===== src/rtl/level_pkg.sv =====
// Shared definitions for the bar-level display sequencer: level width,
// saturation limit and FSM state encodings.
package level_pkg;

  localparam int LEVEL_W = 3;
  localparam logic [LEVEL_W-1:0] LEVEL_MAX = 3'd7;
  localparam logic [LEVEL_W-1:0] LEVEL_MIN = 3'd0;

  typedef enum logic [1:0] {
    ST_EMPTY   = 2'd0,
    ST_PARTIAL = 2'd1,
    ST_FULL    = 2'd2
  } state_t;

endpackage


===== src/rtl/level_sequencer_blink_prescaler.sv =====
// Blink phase generator: toggles blink every BLINK_DIV cycles while run=1;
// run=0 or restart forces counter and phase back to zero.
module blink_prescaler #(
  parameter int BLINK_DIV = 25000000
) (
  input  logic clk,
  input  logic reset,
  input  logic run,
  input  logic restart,
  output logic blink
);

  localparam int PW = $clog2(BLINK_DIV);
  localparam logic [PW-1:0] TC = PW'(BLINK_DIV - 1);

  logic [PW-1:0] cnt_r;
  logic          blink_r;

  // Prescaler counter and blink phase register
  always_ff @(posedge clk or posedge reset) begin
    if (reset) begin
      cnt_r   <= '0;
      blink_r <= 1'b0;
    end else if (restart || !run) begin
      cnt_r   <= '0;
      blink_r <= 1'b0;
    end else if (cnt_r == TC) begin
      cnt_r   <= '0;
      blink_r <= ~blink_r;
    end else begin
      cnt_r   <= cnt_r + PW'(1);
      blink_r <= blink_r;
    end
  end

  assign blink = blink_r;

endmodule


===== src/rtl/level_sequencer.sv =====
// Bar-level display sequencer: fill level 0..7, EMPTY/PARTIAL/FULL FSM and
// blink phase for the row decoder. Define LEVEL_WRAP_EN to wrap 7<->0.
module level_sequencer
  import level_pkg::*;
#(
  parameter int BLINK_DIV = 25000000
) (
  input  logic               clk,
  input  logic               reset,
  input  logic               inc,
  input  logic               dec,
  input  logic               clear,
  output logic [LEVEL_W-1:0] count,
  output logic               blink,
  output logic               full,
  output logic               empty
);

`ifdef LEVEL_WRAP_EN
  localparam logic WRAP_EN = 1'b1;
`else
  localparam logic WRAP_EN = 1'b0;
`endif

  state_t             state_r, state_nxt_s;
  logic [LEVEL_W-1:0] count_r, count_nxt_s;
  logic               inc_q_r, dec_q_r;
  logic               full_r, empty_r;
  logic               full_nxt_s, empty_nxt_s;
  logic               inc_rise_s, dec_rise_s;
  logic               inc_op_s, dec_op_s;
  logic               changed_s;

  assign inc_rise_s = inc & ~inc_q_r;
  assign dec_rise_s = dec & ~dec_q_r;
  // Simultaneous rises cancel; clear overrides both
  assign inc_op_s   = ~clear & inc_rise_s & ~dec_rise_s;
  assign dec_op_s   = ~clear & dec_rise_s & ~inc_rise_s;

  // Edge history; resets high so a button held through reset does not fire
  always_ff @(posedge clk or posedge reset) begin
    if (reset) begin
      inc_q_r <= 1'b1;
      dec_q_r <= 1'b1;
    end else begin
      inc_q_r <= inc;
      dec_q_r <= dec;
    end
  end

  // Next fill level with saturation or wrap at the ends
  always_comb begin
    count_nxt_s = count_r;
    if (clear) begin
      count_nxt_s = LEVEL_MIN;
    end else if (inc_op_s) begin
      if ((count_r != LEVEL_MAX) || WRAP_EN) begin
        count_nxt_s = count_r + 3'd1;
      end else begin
        count_nxt_s = count_r;
      end
    end else if (dec_op_s) begin
      if ((count_r != LEVEL_MIN) || WRAP_EN) begin
        count_nxt_s = count_r - 3'd1;
      end else begin
        count_nxt_s = count_r;
      end
    end else begin
      count_nxt_s = count_r;
    end
  end

  assign changed_s = (count_nxt_s != count_r);

  // FSM state register
  always_ff @(posedge clk or posedge reset) begin
    if (reset) begin
      state_r <= ST_EMPTY;
    end else begin
      state_r <= state_nxt_s;
    end
  end

  // FSM next-state logic
  always_comb begin
    state_nxt_s = state_r;
    case (state_r)
      ST_EMPTY: begin
        if (clear) begin
          state_nxt_s = ST_EMPTY;
        end else if (inc_op_s) begin
          state_nxt_s = ST_PARTIAL;
        end else if (dec_op_s && WRAP_EN) begin
          state_nxt_s = ST_FULL;
        end else begin
          state_nxt_s = ST_EMPTY;
        end
      end
      ST_PARTIAL: begin
        if (clear) begin
          state_nxt_s = ST_EMPTY;
        end else if (inc_op_s && (count_r == LEVEL_MAX - 3'd1)) begin
          state_nxt_s = ST_FULL;
        end else if (dec_op_s && (count_r == LEVEL_MIN + 3'd1)) begin
          state_nxt_s = ST_EMPTY;
        end else begin
          state_nxt_s = ST_PARTIAL;
        end
      end
      ST_FULL: begin
        if (clear) begin
          state_nxt_s = ST_EMPTY;
        end else if (dec_op_s) begin
          state_nxt_s = ST_PARTIAL;
        end else if (inc_op_s && WRAP_EN) begin
          state_nxt_s = ST_EMPTY;
        end else begin
          state_nxt_s = ST_FULL;
        end
      end
      default: begin
        state_nxt_s = ST_EMPTY;
      end
    endcase
  end

  // FSM output decode from the next state so flags align with count
  always_comb begin
    full_nxt_s  = 1'b0;
    empty_nxt_s = 1'b0;
    case (state_nxt_s)
      ST_EMPTY:   empty_nxt_s = 1'b1;
      ST_FULL:    full_nxt_s  = 1'b1;
      ST_PARTIAL: begin
        full_nxt_s  = 1'b0;
        empty_nxt_s = 1'b0;
      end
      default: begin
        full_nxt_s  = 1'b0;
        empty_nxt_s = 1'b1;
      end
    endcase
  end

  // Level and flag output registers
  always_ff @(posedge clk or posedge reset) begin
    if (reset) begin
      count_r <= LEVEL_MIN;
      full_r  <= 1'b0;
      empty_r <= 1'b1;
    end else begin
      count_r <= count_nxt_s;
      full_r  <= full_nxt_s;
      empty_r <= empty_nxt_s;
    end
  end

  // Any level change restarts the phase so the new level shows steady first
  blink_prescaler #(
    .BLINK_DIV (BLINK_DIV)
  ) u_prescaler (
    .clk     (clk),
    .reset   (reset),
    .run     (state_r != ST_FULL),
    .restart (changed_s),
    .blink   (blink)
  );

  assign count = count_r;
  assign full  = full_r;
  assign empty = empty_r;

endmodule


===== config.mk =====
export PLATFORM = sky130hd
export DESIGN_NAME = level_sequencer
export DESIGN_NICKNAME = d
export VERILOG_FILES = /design/src/rtl/level_pkg.sv /design/src/rtl/level_sequencer_blink_prescaler.sv /design/src/rtl/level_sequencer.sv
export SDC_FILE = /design/constraint.sdc
export NUM_CORES = 1
export LEC_CHECK = 0
export BUFFER_PORTS_ARGS = -buffer_cell sky130_fd_sc_hd__buf_2
export CAP_MARGIN = 5
export CELL_PAD_IN_SITES_DETAIL_PLACEMENT = 0
export CELL_PAD_IN_SITES_GLOBAL_PLACEMENT = 1
export CORE_ASPECT_RATIO = 1.1
export CORE_MARGIN = 1.5
export CORE_UTILIZATION = 49
export CTS_BUF_LIST = sky130_fd_sc_hd__clkbuf_4
export CTS_CLUSTER_SIZE = 12
export DETAILED_ROUTE_END_ITERATION = 6
export PLACE_DENSITY = 0.77
export SYNTH_ARGS = -nofsm -noshare
export SYNTH_HDL_FRONTEND = slang
export SYNTH_SLANG_ARGS = --single-unit

===== constraint.sdc =====
create_clock -name clk -period 1.9 [get_ports clk]
set_input_delay 0.19 -clock clk [delete_from_list [all_inputs] [get_ports clk]]
set_output_delay 0.19 -clock clk [all_outputs]
set_load 0.05 [all_outputs]

==> results.txt <==
- The flow ran to the end, and the final reports show no timing, DRC or antenna violations.
- Sequential element share of the synthesized area: 0.483
* TritonCTS sink count: 35
* Final worst-path setup slack: 91.9 ps
- Number of antenna violations at the first check in global routing: 0
- The die covers 4090 sq um.
- Sum of net half-perimeters after detailed placement: 2370 microns
- Yosys instantiated no cell more often than sky130_fd_sc_hd__nor2_1.
* Clock root buffer: sky130_fd_sc_hd__clkbuf_4
- For the worst setup path, the data required time is 2110 ps.
- Number of global-route vias before repair: 1,352
- Power density relative to cell area: 746 nW/um^2
- For this design the top-level I/O count stands at 11.
- Startpoint Class: flip-flop
- Summed over all failing endpoints, the final setup total negative slack is 0 ps.
- TritonCTS built the clock tree.
- The core region is 3600 sq um.
- In this run the worst path has a maximum fanout of 9.
- The commonest cells after synthesis are sky130_fd_sc_hd__nor2_1 (35), sky130_fd_sc_hd__dfrtp_1 (32), sky130_fd_sc_hd__xnor2_1 (17), sky130_fd_sc_hd__nand3_1 (13), sky130_fd_sc_hd__nand2_1 (12).
- Vias per cell: 5.24
- Post-DRT Antenna Nets: 0
* Fin crit share: 0.952
- The synthesized netlist occupies a cell area of 1820 sq um.
* Chip height: 66.9 microns
- The net count of the finished layout is 226.
* Largest area contributor in the netlist: sky130_fd_sc_hd__dfrtp_1
- The area growth from synthesis to layout is 17.5%.
* Total routed wirelength: 3550 microns
- Final hold analysis gives a worst-case slack of 209 ps.
* Source-to-sink clock delay at the later pin of the worst-skew pair: 340 ps
* Flop and latch count out of synthesis: 35
- Clock input transition at the sequential cells of the worst setup and hold paths: 110 ps
- Hold/Removal Path Class: input port to flip-flop
- Fmax: 553 MHz
- The number of antenna diodes in the final layout is 0.
* Final estimated routing congestion in global placement: 0.797
- Count of distinct cell types in the synthesized netlist: 34
* Count of final setup violators: 0
* Fraction of final layout cells with drive strength greater than 1: 0.209
* Starting density of the core: 0.506
* Number of H-tree levels: 2
- Averaged over all synthesized cells, the footprint is 9.83 sq um.
- For this run, the leading register cell type out of synthesis is sky130_fd_sc_hd__dfrtp_1.
* Number of enable flip-flop cells after synthesis: 0
- For this run, the total global-route usage over all layers was measured as 0.209.
- Synth warn: 0
* Routed vias: 1,389
* Endpoint arrival time on the critical path: 2020 ps
- The number of nets in the synthesized netlist is 197.
- Leading cell types by total area after synthesis: sky130_fd_sc_hd__dfrtp_1 (44%), sky130_fd_sc_hd__xnor2_1 (8.2%), sky130_fd_sc_hd__nor2_1 (7.2%)
* Filler Cell Count: 314
- Number of clock buffers inserted by TritonCTS: 5
- Violation count after the first detailed-route iteration: 74
- Tmin final: 1810 ps
- Across the routed clock network, the largest skew measured is 13.0 ps.
- The first TritonRoute pass finished after 4 iterations.
* Worst-case setup slack after placement: -15.2 ps
- Share of Yosys cell area claimed by the top area cell type: 0.440
* Endpoint type of the worst setup path: flip-flop
- The total count of max-transition violations in the final report came to 0.
- The floorplan step set the die width to 61.1 microns.
- In this run the tightest slew margin relative to its limit is 0.714.
- Maximum number of pins on one net before global-route repair: 36
- Critical path class: flip-flop to flip-flop
- The clock passes through at most 2 buffers.
- Count of buffers from port buffering: 10
- Global-route wire length before repair: 6200 microns
- Overflow left after global routing: 0
* Number of maximum-capacitance violations: 0
- Of all flip-flops after synthesis, the portion carrying an async set or reset was 1.00.
* Hold violation total from the final report: 0
- Dividing the detail-routed wire length by the instance count gives 13.4 microns.
* Maximum ir drop on the vdd rail: 0.570 mV
* Leakage power total: 0.935 nW
* Number of instances in the synthesized netlist: 185
* Worst Max-Slew Pin Slew: 430 ps
- Total DRC errors in the routed layout: 0
- In this run the core area contains 23 standard-cell rows.
==> flip-flops by register name, summed over array words and instances (netlist names) <==
signal and cells:
dec_q_r 1, u_prescaler.cnt_r 25, inc_q_r 1, u_prescaler.blink 1, empty 1, count 3
state_r 2, full 1
==> area by class of cell <==
class	count	area, sq um	share of cell area
well taps	50	62.6	0.0293
multi-input cells	142	948	0.444
inverters	6	22.5	0.0105
repair buffers	24	163	0.0761
clock buffers	8	60.1	0.0281
flip-flops and latches	35	882	0.413
==> metrics by stage <==
step / util / cells / power [mW] / instance area [sq um]
detailed placement: 0.553 / 252 / 1.16 / 1990
floorplan: - / 185 / 1.07 / 1820
global route: 0.594 / 265 / 1.70 / 2140
CTS: 0.585 / 264 / 1.60 / 2100
finish: 0.594 / 265 / 1.60 / 2140
global placement: 0.553 / 252 / 1.15 / 1990
==> layer usage <==
metal  wire, microns  global-route usage  up-vias
met5               0                   0        -
met4              38               0.103        0
met3             106              0.0408        4
met2            1580               0.293       23
met1            1830               0.303      674
li1                -                   -      688
==> critical path: stages (launching register included) <==
cell and delay, ps:
sky130_fd_sc_hd__dfrtp_1 400, sky130_fd_sc_hd__and3_1 230, sky130_fd_sc_hd__nand3_1 150, sky130_fd_sc_hd__or4_4 620, sky130_fd_sc_hd__o211ai_4 180, sky130_fd_sc_hd__nor2_1 100
==> cells by family (layout without fill, tap and decap cells) <==
group | count (synthesis) | after routing | synth area share
AND/OR/NAND/NOR | 95 | 95 | 0.261
flip-flops | 35 | 35 | 0.483
XOR/XNOR | 25 | 25 | 0.120
AO/OA/AOI/OAI | 13 | 14 | 0.0585
buffers and inverters | 9 | 38 | 0.0234
adder cells (fa/ha/maj) | 7 | 7 | 0.0481
multiplexers | 1 | 1 | 0.00550
==> report_power, final <==
part | leakage, nW | switching, mW | internal [mW]
sequential | 0.469 | 0.0578 | 0.800
combinational | 0.430 | 0.189 | 0.129
clock | 0.0368 | 0.230 | 0.190
total | 0.935 | 0.477 | 1.12
==> timing repair <==
item,in CTS,in global routing
endpoints found under the hold margin,34,0
setup endpoints to repair,15,28
cloned,1,0
setup buffers,0,1
resized for setup,1,7
pin swaps,0,1
hold buffers,3,0
==> final timing paths <==
kind,cells after the start,slack (ps),endpoint,from
max,5,90,u_prescaler.cnt_r[24],u_prescaler.cnt_r[19]
min,2,210,state_r[0],clear
max reg2reg,5,90,u_prescaler.cnt_r[24],u_prescaler.cnt_r[19]
min reg2reg,1,540,u_prescaler.cnt_r[0],u_prescaler.cnt_r[0]
max in group asynchronous,4,1080,empty,reset
min in group asynchronous,4,480,u_prescaler.cnt_r[23],reset
==> placed cells by master (no fill, tap or decap), types with 4 or more instances in the layout <==
master and n:
sky130_fd_sc_hd__nand3_1 13, sky130_fd_sc_hd__a21oi_1 4, sky130_fd_sc_hd__nor2_1 35, sky130_fd_sc_hd__nor4_1 5
sky130_fd_sc_hd__buf_2 10, sky130_fd_sc_hd__xor2_1 8, sky130_fd_sc_hd__clkbuf_4 8, sky130_fd_sc_hd__buf_4 11
sky130_fd_sc_hd__nor3_1 8, sky130_fd_sc_hd__ha_1 6, sky130_fd_sc_hd__nor2b_1 4, sky130_fd_sc_hd__dfrtp_1 30
sky130_fd_sc_hd__xnor2_1 17, sky130_fd_sc_hd__nand2_1 12, sky130_fd_sc_hd__inv_1 6
No activity file was read; power rests on OpenSTA's default activity.
